[src/rtl/sa_pkg.sv]
// Shared systolic-array types: element/vector widths and the drain FSM encoding.
package sa_pkg;
  localparam int DATA_W    = 16;
  localparam int ARRAY_DIM = 32;

  typedef logic [DATA_W-1:0] elem_t;
  typedef elem_t [0:ARRAY_DIM-1] vec_t;

  typedef enum logic [1:0] {
    IDLE    = 2'd0,
    SKIP    = 2'd1,
    COLLECT = 2'd2,
    HOLD    = 2'd3
  } drain_state_t;
endpackage

[src/rtl/fifo_drain.sv]
// Receive-side lane drain: drops the leading skew beats, assembles ARRAY_DIM
// results into a parallel vector and hands it off through a double-buffered output register.
module fifo_drain #(
  parameter int DATA_W     = sa_pkg::DATA_W,
  parameter int ARRAY_DIM  = sa_pkg::ARRAY_DIM,
  parameter int ZERO_DELAY = 0
) (
  input  logic                                clk,
  input  logic                                rst,
  input  logic                                start,
  input  logic                                in_valid,
  input  logic [DATA_W-1:0]                   in_data,
  output logic                                in_ready,
  output logic                                out_valid,
  input  logic                                out_ready,
  output logic [0:ARRAY_DIM-1][DATA_W-1:0]    out_data,
  output logic                                complete_flag,
  output logic                                drop_flag,
  output logic [1:0]                          dbg_state
);
  import sa_pkg::*;

  // Handshakes: a beat moves when in_valid & in_ready, a vector moves when
  // out_valid & out_ready; valid never waits on ready and holds until taken.

  localparam int SKIP_W = $clog2(ARRAY_DIM + 1);
  localparam int PTR_W  = $clog2(ARRAY_DIM);
  localparam logic [SKIP_W-1:0] SKIP_LAST = SKIP_W'((ZERO_DELAY > 0) ? ZERO_DELAY - 1 : 0);
  localparam logic [PTR_W-1:0]  PTR_LAST  = PTR_W'(ARRAY_DIM - 1);

  drain_state_t state, state_nxt;
  logic [SKIP_W-1:0]                 skip_cnt;
  logic [PTR_W-1:0]                  wr_ptr;
  logic [0:ARRAY_DIM-1][DATA_W-1:0]  col_buf;
  logic [0:ARRAY_DIM-1][DATA_W-1:0]  load_vec;
  logic accept, last_beat, out_take, out_free, load_out;

  assign dbg_state = state;

  always_ff @(posedge clk) begin
    if (rst) state <= IDLE;
    else     state <= state_nxt;
  end

  always_comb begin
    state_nxt = state;
    case (state)
      IDLE:    if (start) state_nxt = (ZERO_DELAY > 0) ? SKIP : COLLECT;
      SKIP:    if (accept && skip_cnt == SKIP_LAST) state_nxt = COLLECT;
      COLLECT: if (last_beat) state_nxt = out_free ? IDLE : HOLD;
      HOLD:    if (out_take) state_nxt = IDLE;
      default: state_nxt = IDLE;
    endcase
  end

  always_comb begin
    in_ready  = (state == SKIP) || (state == COLLECT);
    accept    = in_valid && in_ready;
    out_take  = out_valid && out_ready;
    out_free  = !out_valid || out_take;
    last_beat = (state == COLLECT) && accept && (wr_ptr == PTR_LAST);
    // The terminal beat bypasses the buffer so the vector is ready one cycle later.
    load_vec  = col_buf;
    if (last_beat) load_vec[ARRAY_DIM-1] = in_data;
    load_out  = (last_beat && out_free) || ((state == HOLD) && out_take);
  end

  always_ff @(posedge clk) begin
    if (rst) begin
      skip_cnt  <= '0;
      wr_ptr    <= '0;
      drop_flag <= 1'b0;
    end else begin
      if (state == IDLE && start) begin
        skip_cnt <= '0;
        wr_ptr   <= '0;
      end
      if (state == SKIP && accept) skip_cnt <= skip_cnt + 1'b1;
      if (state == COLLECT && accept && !last_beat) wr_ptr <= wr_ptr + 1'b1;
      if (in_valid && !in_ready) drop_flag <= 1'b1;
    end
  end

  always_ff @(posedge clk) begin
    if (state == COLLECT && accept) col_buf[wr_ptr] <= in_data;
  end

  always_ff @(posedge clk) begin
    if (rst) begin
      out_valid     <= 1'b0;
      out_data      <= '0;
      complete_flag <= 1'b0;
    end else begin
      complete_flag <= load_out;
      if (load_out) begin
        out_data  <= load_vec;
        out_valid <= 1'b1;
      end else if (out_take) begin
        out_valid <= 1'b0;
      end
    end
  end
endmodule

[config.mk]
export PLATFORM = sky130hd
export DESIGN_NAME = fifo_drain
export DESIGN_NICKNAME = d
export VERILOG_FILES = /design/src/rtl/sa_pkg.sv /design/src/rtl/fifo_drain.sv
export SDC_FILE = /design/constraint.sdc
export NUM_CORES = 1
export LEC_CHECK = 0
export CAP_MARGIN = 10
export CORE_UTILIZATION = 40
export DETAILED_ROUTE_END_ITERATION = 7
export GPL_ROUTABILITY_DRIVEN = 0
export PLACE_DENSITY = 0.72
export SLEW_MARGIN = 10
export SYNTH_ARGS = -nofsm -noshare
export SYNTH_HDL_FRONTEND = slang
export SYNTH_SLANG_ARGS = --single-unit
[constraint.sdc]
create_clock -name clk -period 2.5 [get_ports clk]
set_clock_uncertainty 0.2 [all_clocks]
set_input_delay 0.375 -clock clk [delete_from_list [all_inputs] [get_ports clk]]
set_output_delay 0.375 -clock clk [all_outputs]
set_load 0.005 [all_outputs]
======== Word-level counts from Yosys, hierarchy flattened ========
Cells that the tools add are included.
storage, ports and cells
  register bits ........................... 1040
  input bits .............................. 21
  output and inout port bits .............. 518
  word-level logic and storage cells ...... 123
operators by class
  add/subtract/negate cells ............... 2
  magnitude comparators ................... 2
  equality and inequality tests ........... 8
  muxes and demuxes ....................... 16
  bitwise operators ....................... 1
  reduce and logical (&&, ||, !) cells .... 24
operators with widths
  kind                 number
  $bwmux 512           1
  $demux 16 s5         1
  $mux 16              2
  $logic_and 1x1->1    12
  $mux 6               2
  $mux 2               5
  $mux 5               2
  $ne 2x2->1 const B   4
  $pmux 2 s4           1
  $add 6x1->6 const B  1
  $ge 6x6->1 const B   1
  $logic_not 6->1      1
  $lt 6x1->1 const B   1
  $not 5->6            1
  $reduce_bool 2->1    3
  $add 5x1->5 const B  1
  $eq 5x5->1 const B   1
  $eq 2x2->1 const B   2
  $reduce_and 4->1     1
  $logic_not 1->1      3
  $logic_or 1x1->1     3
  $eq 2x1->1 const B   1
  $logic_not 2->1      1
  $mux 1               2

======== Depth between registers and ports, before layout ========
  depth in word-level cells ............... 8
  mapped depth ............................ 10

======== Worst setup path before layout ========
No wires, ideal clock.
  path type ............................... reg2reg
  start point ............................. register wr_ptr[4] (netlist name)
  end point ............................... register col_buf[384] (netlist name) (enable)
  library setup time ...................... 0.388 ns
  data arrival time ....................... 1.679 ns
  slack ................................... 0.232 ns
  stages on the path, launching flop included .. 4
  buffers on the path ..................... 1
  clock period less this slack ............ 2.268 ns
  path through ............................ dfxtp_1 > clkbuf_1 > or3b_2 > nor2_1
RTL lines
  item                           line              text
  end signal, assigned by index  fifo_drain.sv:85  if (state == COLLECT && accept) col_buf[wr_ptr] <= in_data;
  end, declared                  fifo_drain.sv:34  logic [0:ARRAY_DIM-1][DATA_W-1:0] col_buf;

======== Worst setup path after layout ========
  start point ............................. register wr_ptr[0]
  end point ............................... register out_data[436] (netlist name)
on the way
  longest elaborated chain between the ends .. 4
RTL lines
  item                    line              text
  start, declared         fifo_drain.sv:33  logic [PTR_W-1:0] wr_ptr;
  start signal, assigned  fifo_drain.sv:79  if (state == COLLECT && accept && !last_beat) wr_ptr <= wr_ptr + 1'b1;
  $eq 5x5->1              fifo_drain.sv:61  last_beat = (state == COLLECT) && accept && (wr_ptr == PTR_LAST);
  $logic_and 1x1->1       fifo_drain.sv:61
  $logic_and 1x1->1       fifo_drain.sv:65  load_out = (last_beat && out_free) || ((state == HOLD) && out_take);
  $logic_or 1x1->1        fifo_drain.sv:65
  end signal, assigned    fifo_drain.sv:96  out_data <= load_vec;
  end, declared           fifo_drain.sv:16  output logic [0:ARRAY_DIM-1][DATA_W-1:0] out_data,
Every way passes these cells.
A chain may end at the register's enable or synchronous reset.

==> metrics.csv <==
metric,value,unit
setup_viol_count_final,0,
status,finished clean,
slew_headroom,54.2,%
critical_path_buf_inv_count,2,
netlist_area,34100,µm²
yosysUniqueCellTypes,34,
design_area,45600,µm²
antenna_found_initial,3,
num_vias,23800,
reg2reg_from,wr_ptr[0]$_SDFFE_PP0P_,
crit_type,flip-flop to flip-flop,
cp_cell_sequence,ha_1 > and3_1 > ha_1 > nand3_4 > a21oi_4 > buf_12 > buf_12 > nand2_1 > a21oi_1,
clk_pin_slew,0.06,ns
wl,99300,µm
synth_common_cells,"1002 x nand2_1, 528 x dfxtp_1, 512 x edfxtp_1, 510 x a21oi_1, 105 x buf_2",
syn_inst,2895,
start_util,40.6,%
r2r_slack,0.13,ns
startpoint,wr_ptr[0]$_SDFFE_PP0P_,
pre_cts_slack,0.000566,ns
grt_pass1_vias,23000,
cp-start-kind,flip-flop,
drtIter0Drc,1971,
cpPeakStageDelay,0.34,ns
hold_violations,0,
holdWs,0.0468,ns
syn_to_final_growth,33.7,%
crit_slowest_cell,dfxtp_1,
cts-root-buf,clkbuf_16,
via_per_inst,5.03,
synth_edf_count,512,
rsz0062_at_grt,yes,
worst_pin_slew,0.687,ns
portBuffers,538,
die_w,294,µm
insertion_delay,0.65,ns
htreeDepth,3,
synth_area_leader_cell,edfxtp_1,
synthArstFlopShare,0,%
final.min_clock_period,2.37,ns
ys_ff_latch,1040,
ys.flop_type,dfxtp_1,
cp.arrival,2.72,ns
grt_pass1_wl,144000,µm
required,2.86,ns
yosysMostFrequentCell,nand2_1,
die_y,294,µm
cp-end-kind,flip-flop,
drv_slew,0,
crit_family,buffers and inverters,
clk_path_buf_depth,3,
ir_drop,0.554,mV
final_antenna_net_count,0,
synth_area_leaders,"edfxtp_1 45%, dfxtp_1 31%, nand2_1 11%, a21oi_1 7.5%, buf_2 1.5%",
hold_start,in_data[14],
ys_warn_count,0,
yosys.area.top_type_share,45.1,%
r2r_end,out_data[436]$_SDFFE_PP0P_,
clock-sinks,1040,
core,84100,µm²
drc,0,
avgSynthCellArea,11.8,µm²
grt-ovfl-total,0,
fmax,423,MHz
place_area,42000,µm²
rows,106,
total_leakage_power,14.9,nW
firstDrtPassIters,6,
syn-num-nets,2928,
cap_violations,0,
grt_max_degree,100,
hold_path_depth,1,
finalCritPeriodShare,94.6,%
nNetsFinal,3554,
yosysSeqAreaShare,76.1,%
io_pins,539,
dieArea,86500,µm²
path_max_fanout,40,
min_to,col_buf[62]$_DFFE_PP_,
drive_gt1_share,9.59,%
cts_made_buffers,102,
hpwl,65700,µm
grt_usage,22.2,%
finish.utilization,54.2,%
cts_tree,built,
routedWlPerCell,20.9,µm
setup_tns,0,ns
worst-r2r-cell-count,9,
power_density,748,nW/µm²
layout_setup_ws,0.134,ns
hold_path.class,input pin to flip-flop,
how the worst max path moves through the flow:
| stage | endpoint | cells after the start | slack (ns) |
|---|---|---|---|
| after detailed placement | out_data[333]$_SDFFE_PP0P_ | 7 | 0.0006 |
| after global placement | col_buf[70]$_DFFE_PP_ | 6 | 0.02 |
| final | out_data[436]$_SDFFE_PP0P_ | 9 | 0.13 |
| after floorplan | col_buf[384]$_DFFE_PP_ | 3 | 0.23 |
| after CTS | out_data[100]$_SDFFE_PP0P_ | 9 | 0.02 |
| after global routing | out_data[181]$_SDFFE_PP0P_ | 9 | -0.006 |
cell type report:
type | count | area [µm²]
antenna | 1 | 2.50
clock buffer | 139 | 2830
clock inverter | 53 | 616
fill | 6996 | 38500
inverter | 9 | 33.8
multi-input combinational | 1666 | 7350
sequential | 1040 | 25900
tap | 1134 | 1420
timing repair buffer | 702 | 7410
where the power goes:
group	internal (mW)	switching (mW)	leakage [nW]
sequential	17.9	0.0114	8.85
combinational	0.176	0.536	4.31
clock	9.04	6.49	1.69
total	27.1	7.03	14.9
metal layers:
| layer | part of all wire [%] | vias up | global-route usage (%) |
|---|---|---|---|
| met4 | 3.2 | 0 | 7.96 |
| met3 | 6.3 | 178 | 3.03 |
| met2 | 49 | 902 | 37.4 |
| li1 | - | 11100 | - |
| met1 | 41 | 11700 | 29.4 |
| met5 | 0 | - | 0 |
state kept, by name (all words and copies together), names as in the netlist:
name           cells
col_buf          512
complete_flag      1
dbg_state          2
drop_flag          1
out_data         512
out_valid          1
skip_cnt           6
wr_ptr             5
cell families (layout without fill, tap and decap cells):
logic type / Yosys count / after routing / share of synthesized area, %
adders and majority gates: 12 / 12 / 0.440
muxes: 16 / 16 / 0.469
buffers and inverters: 189 / 903 / 2.52
AOI/OAI and AO/OA: 542 / 542 / 8.20
other: 0 / 1 / 0
DFF: 1040 / 1040 / 76.1
and+or+nand+nor: 1096 / 1096 / 12.3
cells in the final DEF (no fill, tap or decap), types with 3 or more instances in the layout:
master              n
nand2_1          1002
dfxtp_1           526
clkdlybuf4s50_1   520
edfxtp_1          512
a21oi_1           510
clkbuf_16         106
buf_4              87
buf_12             64
nor2_1             58
clkbuf_1           27
clkinv_2           23
a211oi_1           19
mux2i_1            16
buf_2              16
nand3_1            12
ha_1               11
bufinv_16          10
dlygate4sd3_1       9
inv_1               7
nand3b_1            7
clkinv_1            7
clkbuf_8            7
nor2_2              6
o21ai_0             4
clkinvlp_4          4
and3_1              3
inv_6               3
repair_timing:
item	CTS	global route
gates cloned	0	1
pin swaps	1	1
hold buffers	9	0
buffers inserted	1	1
setup endpoints to repair	6	79
gates resized for setup	10	1
hold endpoints to repair	75	0
metrics by stage:
stage / cells / power, mW
after detailed placement: 4539 / 18.9
after floorplan: 2895 / 18.5
final: 4744 / 34.1
after global placement: 4539 / 18.9
after CTS: 4741 / 34.3
after global routing: 4744 / 35.0
No activity file was read; power rests on OpenSTA's default activity.
